## src/rtl/dsi_tx_line_packer_if.sv

```systemverilog
// dsi_tx_line_packer_if
// Packet output stream of the DSI line packer.
//   out_data  [31:0]  packet word, byte 0 in [7:0] goes first on the link
//   out_valid         out_data is valid
//   out_ready         sink accepts the word this cycle
//   out_strb  [3:0]   valid-byte mask
//   out_sop/out_eop   first / last word of a packet
// master: the packer (drives the stream); slave: the sink (drives out_ready).
interface dsi_tx_line_packer_if;
  logic [31:0] out_data;
  logic        out_valid;
  logic        out_ready;
  logic [3:0]  out_strb;
  logic        out_sop;
  logic        out_eop;

  modport master (
    output out_data, out_valid, out_strb, out_sop, out_eop,
    input  out_ready
  );

  modport slave (
    input  out_data, out_valid, out_strb, out_sop, out_eop,
    output out_ready
  );
endinterface

```

## src/rtl/dsi_tx_line_packer.sv

```systemverilog
// dsi_tx_line_packer
// Wraps one buffered video line into a DSI long packet: 4-byte header
// (DI, WC, ECC), LINE_BYTES/4 payload words popped from a show-ahead FIFO,
// and a footer word carrying the 16-bit checksum in its two valid bytes.
//
// Ports
//   clk, rst_n        clock and asynchronous active-low reset
//   fifo_data         show-ahead FIFO word (byte 0 in [7:0])
//   fifo_not_empty    fifo_data is valid
//   fifo_line_ready   a complete line is buffered
//   fifo_read_ack     pops one FIFO word this cycle
//   enable            allows a new packet to start (sampled in IDLE only)
//   out_if            packet stream (master modport)
//   busy              FSM is outside IDLE
//   underrun          sticky: FIFO ran dry in the middle of the payload
//
// Build option
//   DSI_TX_CRC_EN     defined: footer carries CRC-16-CCITT of the payload
//                     undefined: no CRC logic, footer checksum is 16'h0000
//
// state   | meaning
// --------+-----------------------------------------------------------
// IDLE    | waiting for enable and a buffered line; stream quiet
// HEADER  | presenting the packet header word (sop)
// PAYLOAD | forwarding FIFO words, stalling while the FIFO is empty
// FOOTER  | presenting the checksum word (eop)
module dsi_tx_line_packer #(
  parameter int unsigned LINE_BYTES = 640,
  parameter logic [5:0]  DATA_TYPE  = 6'h3E,
  parameter logic [1:0]  VC         = 2'd0
) (
  input  logic                         clk,
  input  logic                         rst_n,
  input  logic [31:0]                  fifo_data,
  input  logic                         fifo_not_empty,
  input  logic                         fifo_line_ready,
  output logic                         fifo_read_ack,
  input  logic                         enable,
  dsi_tx_line_packer_if.master         out_if,
  output logic                         busy,
  output logic                         underrun
);

  typedef enum logic [1:0] {
    IDLE    = 2'd0,
    HEADER  = 2'd1,
    PAYLOAD = 2'd2,
    FOOTER  = 2'd3
  } state_t;

  // DSI header ECC: Hamming code over {WC, DI}, D[0] = DI[0].
  function automatic logic [5:0] dsi_ecc(input logic [23:0] d);
    logic [5:0] p;
    p[0] = ^{d[0], d[1], d[2], d[4], d[5], d[7], d[10], d[11], d[13],
             d[16], d[20], d[21], d[22], d[23]};
    p[1] = ^{d[0], d[1], d[3], d[4], d[6], d[8], d[10], d[12], d[14],
             d[17], d[20], d[21], d[22], d[23]};
    p[2] = ^{d[0], d[2], d[3], d[5], d[6], d[9], d[11], d[12], d[15],
             d[18], d[20], d[21], d[22]};
    p[3] = ^{d[1], d[2], d[3], d[7], d[8], d[9], d[13], d[14], d[15],
             d[19], d[20], d[21], d[23]};
    p[4] = ^{d[4], d[5], d[6], d[7], d[8], d[9], d[16], d[17], d[18],
             d[19], d[20], d[22], d[23]};
    p[5] = ^{d[10], d[11], d[12], d[13], d[14], d[15], d[16], d[17],
             d[18], d[19], d[21], d[22], d[23]};
    return p;
  endfunction

  localparam logic [15:0] WC          = 16'(LINE_BYTES);
  localparam logic [7:0]  DI          = {VC, DATA_TYPE};
  localparam logic [31:0] HEADER_WORD = {2'b00, dsi_ecc({WC, DI}), WC, DI};
  localparam logic [15:0] LAST_IDX    = 16'(LINE_BYTES / 4 - 1);

  state_t      state_q, state_d;
  logic [15:0] word_cnt_q, word_cnt_d;
  logic        underrun_q, underrun_d;
  logic        pay_accept;
  logic [15:0] footer_crc;

  logic [31:0] out_data_c;
  logic        out_valid_c;
  logic [3:0]  out_strb_c;
  logic        out_sop_c;
  logic        out_eop_c;

  assign pay_accept = (state_q == PAYLOAD) && fifo_not_empty && out_if.out_ready;

  always_comb begin
    state_d     = state_q;
    word_cnt_d  = word_cnt_q;
    underrun_d  = underrun_q;
    out_data_c  = 32'h0000_0000;
    out_valid_c = 1'b0;
    out_strb_c  = 4'h0;
    out_sop_c   = 1'b0;
    out_eop_c   = 1'b0;

    case (state_q)
      IDLE: begin
        if (enable && fifo_line_ready) begin
          state_d    = HEADER;
          underrun_d = 1'b0;
        end
      end

      HEADER: begin
        out_valid_c = 1'b1;
        out_sop_c   = 1'b1;
        out_strb_c  = 4'hF;
        out_data_c  = HEADER_WORD;
        if (out_if.out_ready) begin
          state_d    = PAYLOAD;
          word_cnt_d = 16'd0;
        end
      end

      PAYLOAD: begin
        out_valid_c = fifo_not_empty;
        out_strb_c  = 4'hF;
        out_data_c  = fifo_data;
        if (!fifo_not_empty) begin
          underrun_d = 1'b1;
        end
        if (pay_accept) begin
          word_cnt_d = word_cnt_q + 16'd1;
          if (word_cnt_q == LAST_IDX) begin
            state_d = FOOTER;
          end
        end
      end

      FOOTER: begin
        out_valid_c = 1'b1;
        out_eop_c   = 1'b1;
        out_strb_c  = 4'b0011;
        out_data_c  = {16'h0000, footer_crc};
        if (out_if.out_ready) begin
          state_d = IDLE;
        end
      end

      default: begin
        state_d = IDLE;
      end
    endcase
  end

  always_ff @(posedge clk or negedge rst_n) begin
    if (!rst_n) begin
      state_q    <= IDLE;
      word_cnt_q <= 16'd0;
      underrun_q <= 1'b0;
    end else begin
      state_q    <= state_d;
      word_cnt_q <= word_cnt_d;
      underrun_q <= underrun_d;
    end
  end

`ifdef DSI_TX_CRC_EN
  // Reflected CRC-16-CCITT (0x8408 is 0x1021 bit-reversed), one bit per
  // step, bits 0..31 of the word = bytes 0..3 each LSB first.
  function automatic logic [15:0] crc_word(input logic [15:0] c_in,
                                           input logic [31:0] d);
    logic [15:0] c;
    c = c_in;
    for (int i = 0; i < 32; i++) begin
      if (c[0] ^ d[i]) begin
        c = (c >> 1) ^ 16'h8408;
      end else begin
        c = c >> 1;
      end
    end
    return c;
  endfunction

  logic [15:0] crc_q, crc_d;

  always_comb begin
    crc_d = crc_q;
    if ((state_q == HEADER) && out_if.out_ready) begin
      crc_d = 16'hFFFF;
    end else if (pay_accept) begin
      crc_d = crc_word(crc_q, fifo_data);
    end
  end

  always_ff @(posedge clk or negedge rst_n) begin
    if (!rst_n) begin
      crc_q <= 16'hFFFF;
    end else begin
      crc_q <= crc_d;
    end
  end

  assign footer_crc = crc_q;
`else
  assign footer_crc = 16'h0000;
`endif

  assign fifo_read_ack    = pay_accept;
  assign busy             = (state_q != IDLE);
  assign underrun         = underrun_q;
  assign out_if.out_data  = out_data_c;
  assign out_if.out_valid = out_valid_c;
  assign out_if.out_strb  = out_strb_c;
  assign out_if.out_sop   = out_sop_c;
  assign out_if.out_eop   = out_eop_c;

endmodule

```

## src/flat_wrapper.sv

```systemverilog
// flat-port wrapper written by rule: the top's interface ports become plain ports
module dsi_tx_line_packer_flat 
#(
  parameter int unsigned LINE_BYTES = 640,
  parameter logic [5:0]  DATA_TYPE  = 6'h3E,
  parameter logic [1:0]  VC         = 2'd0
)
  (clk, rst_n, fifo_data, fifo_not_empty, fifo_line_ready, fifo_read_ack, enable, busy, underrun, out_if_out_data, out_if_out_valid, out_if_out_strb, out_if_out_sop, out_if_out_eop, out_if_out_ready);
  dsi_tx_line_packer_if out_if_i ();
  input  logic clk;
  input  logic rst_n;
  input  logic [31:0] fifo_data;
  input  logic fifo_not_empty;
  input  logic fifo_line_ready;
  output logic fifo_read_ack;
  input  logic enable;
  output logic busy;
  output logic underrun;
  output wire logic [$bits(out_if_i.out_data)-1:0] out_if_out_data;
  output wire logic [$bits(out_if_i.out_valid)-1:0] out_if_out_valid;
  output wire logic [$bits(out_if_i.out_strb)-1:0] out_if_out_strb;
  output wire logic [$bits(out_if_i.out_sop)-1:0] out_if_out_sop;
  output wire logic [$bits(out_if_i.out_eop)-1:0] out_if_out_eop;
  input wire logic [$bits(out_if_i.out_ready)-1:0] out_if_out_ready;
  assign out_if_out_data = out_if_i.out_data;
  assign out_if_out_valid = out_if_i.out_valid;
  assign out_if_out_strb = out_if_i.out_strb;
  assign out_if_out_sop = out_if_i.out_sop;
  assign out_if_out_eop = out_if_i.out_eop;
  assign out_if_i.out_ready = out_if_out_ready;
  dsi_tx_line_packer #(.LINE_BYTES(LINE_BYTES), .DATA_TYPE(DATA_TYPE), .VC(VC)) u_core (.clk(clk), .rst_n(rst_n), .fifo_data(fifo_data), .fifo_not_empty(fifo_not_empty), .fifo_line_ready(fifo_line_ready), .fifo_read_ack(fifo_read_ack), .enable(enable), .out_if(out_if_i), .busy(busy), .underrun(underrun));
endmodule
```

## config.mk

```make
export PLATFORM = sky130hd
export DESIGN_NAME = dsi_tx_line_packer_flat
export DESIGN_NICKNAME = d
export VERILOG_FILES = /design/src/rtl/dsi_tx_line_packer_if.sv /design/src/rtl/dsi_tx_line_packer.sv /design/src/flat_wrapper.sv
export SDC_FILE = /design/constraint.sdc
export NUM_CORES = 1
export LEC_CHECK = 0
export ABC_AREA = 1
export ABC_CLOCK_PERIOD_IN_PS = 1740
export CAP_MARGIN = 20
export CORE_MARGIN = 8
export CORE_UTILIZATION = 40
export CTS_CLUSTER_SIZE = 20
export DETAILED_ROUTE_END_ITERATION = 7
export GPL_ROUTABILITY_DRIVEN = 0
export PLACE_DENSITY = 0.8
export SETUP_SLACK_MARGIN = 0.05
export SLEW_MARGIN = 10
export SYNTH_ARGS = -nofsm -noshare
export SYNTH_HDL_FRONTEND = slang
export SYNTH_SLANG_ARGS = --single-unit
```

## constraint.sdc

```tcl
create_clock -name clk -period 1.74 [get_ports clk]
set_clock_uncertainty 0.05 [all_clocks]
set_input_delay 0.348 -clock clk [delete_from_list [all_inputs] [get_ports clk]]
set_output_delay 0.348 -clock clk [all_outputs]
set_load 0.02 [all_outputs]
```

# [After elaboration in Yosys (flattened, before gate mapping)]
# Cells that the tools add are included.
[totals] output_inout_bits=42 word_cells=43 in_bits=38 register_bits=19
[op_classes] n_addsub=1 mux=17 eq_ne=10 reduce_logical=12
[ops] op="32-bit one-hot mux with 2 select lines" n=1
[ops] op="16-bit two-way mux" n=2
[ops] op="16-bit one-hot mux with 2 select lines" n=1
[ops] op="16-bit by 1-bit adder with 16-bit output, second input constant" n=1
[ops] op="16-bit by 8-bit equality test with 1-bit output, second input constant" n=1
[ops] op="2-bit two-way mux" n=5
[ops] op="2-bit != test, second input constant" n=5
[ops] op="2-bit one-hot mux with 4 select lines" n=1
[ops] op="4-bit one-hot mux with 2 select lines" n=1
[ops] op="3-bit AND reduction" n=2
[ops] op="2-bit nonzero test" n=3
[ops] op="5-bit AND reduction" n=1
[ops] op="2-bit equality test, second input constant" n=2
[ops] op="1-bit two-way mux" n=4
[ops] op="1-bit one-hot mux with 2 select lines" n=2
[ops] op="2-bit OR reduction" n=2
[ops] op="1-bit logical AND" n=3
[ops] op="2-bit by 1-bit equality test with 1-bit output, second input constant" n=1
[ops] op="2-bit logical NOT" n=1
[ops] op="2-bit by 1-bit != test with 1-bit output, second input constant" n=1

# [Longest topological paths before layout]
[depth] ltp_word=5 mapped_depth=12 mapped_depth_nobuf=11

# [Worst setup path after synthesis]
# No wires, ideal clock.
[synth_path] path_kind="reg-to-output" start="register u_core.state_q[0]" end="output out_if_out_data[28]" stages_incl_launch_ff=7 arrival_ns=1.465 slack_ns=-0.123 cell_sequence="dfrtp_1 inv_1 ha_1 buf_6 clkbuf_1 nand2_1 a21oi_1"
[synth_via] elab_chain_cells=2 elab_cells_between_ends=3
[synth_rtl] item="start: declaration" line="dsi_tx_line_packer.sv:74" source="state_t state_q, state_d;"
[synth_rtl] item="start signal: assignment" line="dsi_tx_line_packer.sv:154" source="state_q <= state_d;"
[synth_rtl] item="2-bit equality test / 2-bit by 1-bit equality test with 1-bit output (equally long branches)" line="dsi_tx_line_packer.sv:98" source="case (state_q)"
[synth_rtl] item="32-bit one-hot mux with 2 select lines (*)" line="dsi_tx_line_packer.sv:98"
[synth_rtl] item="end: declaration" line="flat_wrapper.sv:19" source="output wire logic [$bits(out_if_i.out_data)-1:0] out_if_out_data;"
# Mark *: on every way between the ends. The rest lies on a longest branch, timed or not.

# [Worst setup path after layout]
[layout_path] start="register u_core.state_q[1]" end="output out_if_out_data[17]"
# Same word-level chain as after synthesis.

==> flow_results.org <==
** Yosys
- Synthesis inferred 19 register bits.
- Area of the mapped netlist :: approximately 0.0016 mm²
- Count of yosys warnings during synthesis :: 0
- The share of synthesized area in the top cell type comes to 0.301.
- In this run the mean area of a mapped cell was approximately 6.4 µm².
- After synthesis, the cell types taking the most area are sky130_fd_sc_hd__dfrtp_1, sky130_fd_sc_hd__nand2_1, sky130_fd_sc_hd__inv_1.
- In the synthesized netlist the dominant register cell turns out to be sky130_fd_sc_hd__dfrtp_1.
- Cell accounting for the most synthesized area :: sky130_fd_sc_hd__dfrtp_1
- Counting distinct cell types in the post-synthesis netlist gives 29.
- Synthesized instance count :: 247
- After synthesis, the share of flip-flops with an asynchronous set or reset is 1.00.
- Counting flops with a built-in enable in the synthesized netlist gives 0.
- Counting every net in the synthesized netlist gives 291.
- For this run, the register share of the synthesized area comes to 0.301.

** Die
- Floorplan Core Area :: 0.00388 mm²
- Initial cell density of the core :: 0.406
- Width of the chip :: 78.8 µm
- Die Outline Area :: between 0.006 and 0.007 mm²
- Total number of placement rows :: 23
- Vert. Die Dim :: around 80 µm
- Number of primary I/O pins :: 80

** Drt
- In this run the remaining antenna-violating nets after routing total 0.
- Dividing the detail-routed wire length by the instance count gives about 25 µm.
- Initial DRC Count :: approximately 500
- In the detailed route, the total length drawn on met3 is 1.05 mm.
- Met2 Routed Length :: between 5 and 6 mm
- The highest layer touched by signal routing is met4.
- Vias post-DR :: between 2000 and 3000
- After detailed routing, the number of remaining DRC violations is 0.
- First-pass iteration count of the detailed router :: 6
- Total Routed Length :: 10.5 mm
- Mean number of vias per cell :: 6.16
- After detailed routing, the wire length on met1 is about 3.4 mm.

** Clock network
- Count of H-tree levels built during CTS :: 1
- Clk_lat worst skew :: approximately 0.28 ns
- The clock passes through at most 2 buffers.
- TritonCTS built the clock tree.
- Num CTS Buffers :: 3
- In this run the clock root is driven by a sky130_fd_sc_hd__clkbuf_8.
- TritonCTS Sinks :: 19
- Clock transition at path regs :: approximately 0.08 ns

** Place
- Detailed placement finished with a half-perimeter wire length of approximately 4.4 mm.
- Input and output buffers added on the ports amount to slightly below 80.

** Cells and area
- Diode count :: 0
- Number of nets in the final layout :: around 420
- Relative area change from synthesis to final layout :: 117%
- Number of filler cells placed in the layout :: between 150 and 200
- Proportion of layout cells with a drive suffix above 1 :: 0.545
- Post-route core utilization :: 0.882

** Power
- Proportion of power drawn by combinational gates :: 0.837
- Internal power comes to about 3 mW.
- VDD sags by at most approximately 1.2 mV.
- Fraction of power spent switching nets :: 0.486
- The share of total power dissipated in the clock network is 0.060.
- Switching power of the nets :: 2.84 mW
- Power per standard cell area :: 1710 mW/mm²
- Leakage :: approximately 1.7 nW
- Of the total power, registers draw 0.102.

** Run
- Max-cap violations in this run came to 0.

** STA
- For the pin with the worst max-slew slack, the measured transition is approximately 0.52 ns.
- RSZ-0062 raised after global routing :: yes
- Fraction of the cycle the final worst path needs :: 1.23
- Min Hold Slack :: between 0.3 and 0.4 ns
- Measured against its own limit, the worst slew margin works out to 0.655.
- The number of max-slew violations in the final report came to 0.
- The final hold violation count is 0.
- The worst path in the final design needs a cycle of approximately 2.1 ns, including I/O delays and setup.
- Setup violations remaining at the end of the flow were counted as 57.
- Derived from the worst setup path, the maximum achievable clock frequency is roughly 470 MHz.
- Setup slack on the critical path of the routed design comes to -0.396 ns.

** Critical path
- Of all nets on the critical path, the largest fanout is 4.
- R2R Path End :: u_core.state_q[1]
- Data on the critical path is required at its endpoint by between 1 and 1.5 ns.
- Crit path capture :: out_if_out_data[17]
- The worst register-to-register path begins at u_core.state_q[1].
- The worst setup path is captured at an output pin.
- Arrival time of data at the critical path endpoint :: 1.74 ns
- The most critical setup path has its startpoint at u_core.state_q[1].
- Depth of the most critical reg-to-reg path :: 11
- Startpoint types :: flip-flop
- In this run the register-to-register setup slack is -0.32 ns.
- CP Class :: reg -> out

** GRT
- The first global-routing pass estimated 9.80 mm of wire.
- Total Routing Usage GR :: 0.197
- The number of antenna violations at the first check in global routing was 0.
- Pin count of the biggest net entering global routing :: 20
- Sum of overflow across all layers after global routing :: 0
- The number of global-route vias before repair was a little under 2000.

** Run status
- The checks that failed: negative setup slack.
- Run status :: finished, violations left

** Worst hold path
- In this run the worst hold path is classified as in -> async.
[power groups by stage]
stage / registers (mW) / clock network (mW) / logic [mW]
5_1_grt: 0.594 / 0.351 / 5.01
3_5_place_dp: 0.561 / 0 / 2.83
2_1_floorplan: 0.569 / 0 / 1.59
6_report: 0.597 / 0.353 / 4.90
4_1_cts: 0.561 / 0.322 / 3.61
3_3_place_gp: 0.560 / 0 / 2.77
[state kept, by name, summed over array words and instances (netlist names)]
| signal | flops |
|---|---|
| u_core.word_cnt_q | 16 |
| u_core.state_q | 2 |
| u_core.underrun | 1 |
[worst max-delay path, stage by stage, from the launching register on]
cell and delay, ns:
sky130_fd_sc_hd__dfrtp_2 0.46, sky130_fd_sc_hd__inv_4 0.08, sky130_fd_sc_hd__ha_4 0.30, sky130_fd_sc_hd__clkinvlp_4 0.14, sky130_fd_sc_hd__buf_6 0.16, sky130_fd_sc_hd__a21oi_2 0.16, sky130_fd_sc_hd__buf_6 0.15
[Yosys cell counts, types with 2 or more instances]
library cell and n:
sky130_fd_sc_hd__nor2_2 5, sky130_fd_sc_hd__nor2_1 22, sky130_fd_sc_hd__o21bai_1 2, sky130_fd_sc_hd__o21a_1 2, sky130_fd_sc_hd__buf_2 3, sky130_fd_sc_hd__buf_4 4
sky130_fd_sc_hd__a21oi_1 14, sky130_fd_sc_hd__dfrtp_1 19, sky130_fd_sc_hd__inv_1 45, sky130_fd_sc_hd__inv_2 2, sky130_fd_sc_hd__nand4_1 10, sky130_fd_sc_hd__nand2_1 78
sky130_fd_sc_hd__buf_6 2, sky130_fd_sc_hd__ha_1 6, sky130_fd_sc_hd__nor3_1 3, sky130_fd_sc_hd__o21ai_0 5, sky130_fd_sc_hd__xor2_1 2, sky130_fd_sc_hd__nand3_1 12
[timing repair]
action                                  in CTS  in global routing
pin swaps                                    4                 29
endpoints found under the setup margin      58                 57
gates resized for setup                    279                 97
cloned                                       2                  1
setup buffers                               13                 24
hold buffers                                 0                  0
[kinds of logic after synthesis]
logic type	synth area share
compound gates	0.0936
xor+xnor	0.0111
fa+ha+maj	0.0476
buf+inv	0.167
flops	0.301
simple gates	0.380
[placed cells by master (no fill, tap or decap), types with 3 or more instances in the layout]
cell                              instances
sky130_fd_sc_hd__a21oi_2                  8
sky130_fd_sc_hd__a21oi_4                  5
sky130_fd_sc_hd__buf_12                   3
sky130_fd_sc_hd__buf_2                    3
sky130_fd_sc_hd__buf_4                   24
sky130_fd_sc_hd__buf_6                   59
sky130_fd_sc_hd__buf_8                    6
sky130_fd_sc_hd__clkbuf_8                 3
sky130_fd_sc_hd__clkdlybuf4s50_1         38
sky130_fd_sc_hd__dfrtp_1                 18
sky130_fd_sc_hd__ha_4                     4
sky130_fd_sc_hd__inv_1                   16
sky130_fd_sc_hd__inv_2                   26
sky130_fd_sc_hd__inv_4                    3
sky130_fd_sc_hd__nand2_1                 43
sky130_fd_sc_hd__nand2_2                 21
sky130_fd_sc_hd__nand2_4                 15
sky130_fd_sc_hd__nand3_1                 11
sky130_fd_sc_hd__nand4_1                 10
sky130_fd_sc_hd__nor2_1                  21
sky130_fd_sc_hd__nor2_2                   5
sky130_fd_sc_hd__nor3_2                   3
[layout make-up]
cell class	count	area, µm²	area share
Multi-Input combinational cell	170	1220	0.355
Timing Repair Buffer	134	1420	0.413
Inverter	49	213	0.0620
Tap cell	50	62.6	0.0182
Sequential cell	19	477	0.139
Clock buffer	4	45.0	0.0131
[worst min-delay path by stage]
stage | startpoint | to | slack [ns]
floorplan | rst_n | u_core.state_q[0] | 0.002
global placement | u_core.underrun | u_core.underrun | 0.41
detailed placement | u_core.underrun | u_core.underrun | 0.42
CTS | rst_n | u_core.word_cnt_q[6] | 0.37
global route | rst_n | u_core.word_cnt_q[2] | 0.40
finish | rst_n | u_core.word_cnt_q[6] | 0.39
[layer usage]
| metal | track usage | vias up |
|---|---|---|
| met3 | 0.0327 | 102 |
| met1 | 0.210 | 1234 |
| met4 | 0.0852 | 0 |
| li1 | - | 1018 |
| met5 | 0 | - |
| met2 | 0.373 | 269 |
[per-stage QoR]
| stage | TNS, ns | area (µm²) | setup WS [ns] | total power [mW] | std cells |
|---|---|---|---|---|---|
| 2_1_floorplan | 0 | 1620 | 0.0395 | 2.16 | 247 |
| 3_3_place_gp | -11.29 | 2570 | -0.389 | 3.33 | 387 |
| 3_5_place_dp | -13.08 | 2570 | -0.437 | 3.39 | 387 |
| 4_1_cts | -2.94 | 2940 | -0.232 | 4.49 | 405 |
| 5_1_grt | -12.66 | 3430 | -0.425 | 5.95 | 426 |
| 6_report | -11.76 | 3430 | -0.396 | 5.85 | 426 |
Power figures use the tool's default switching activity.
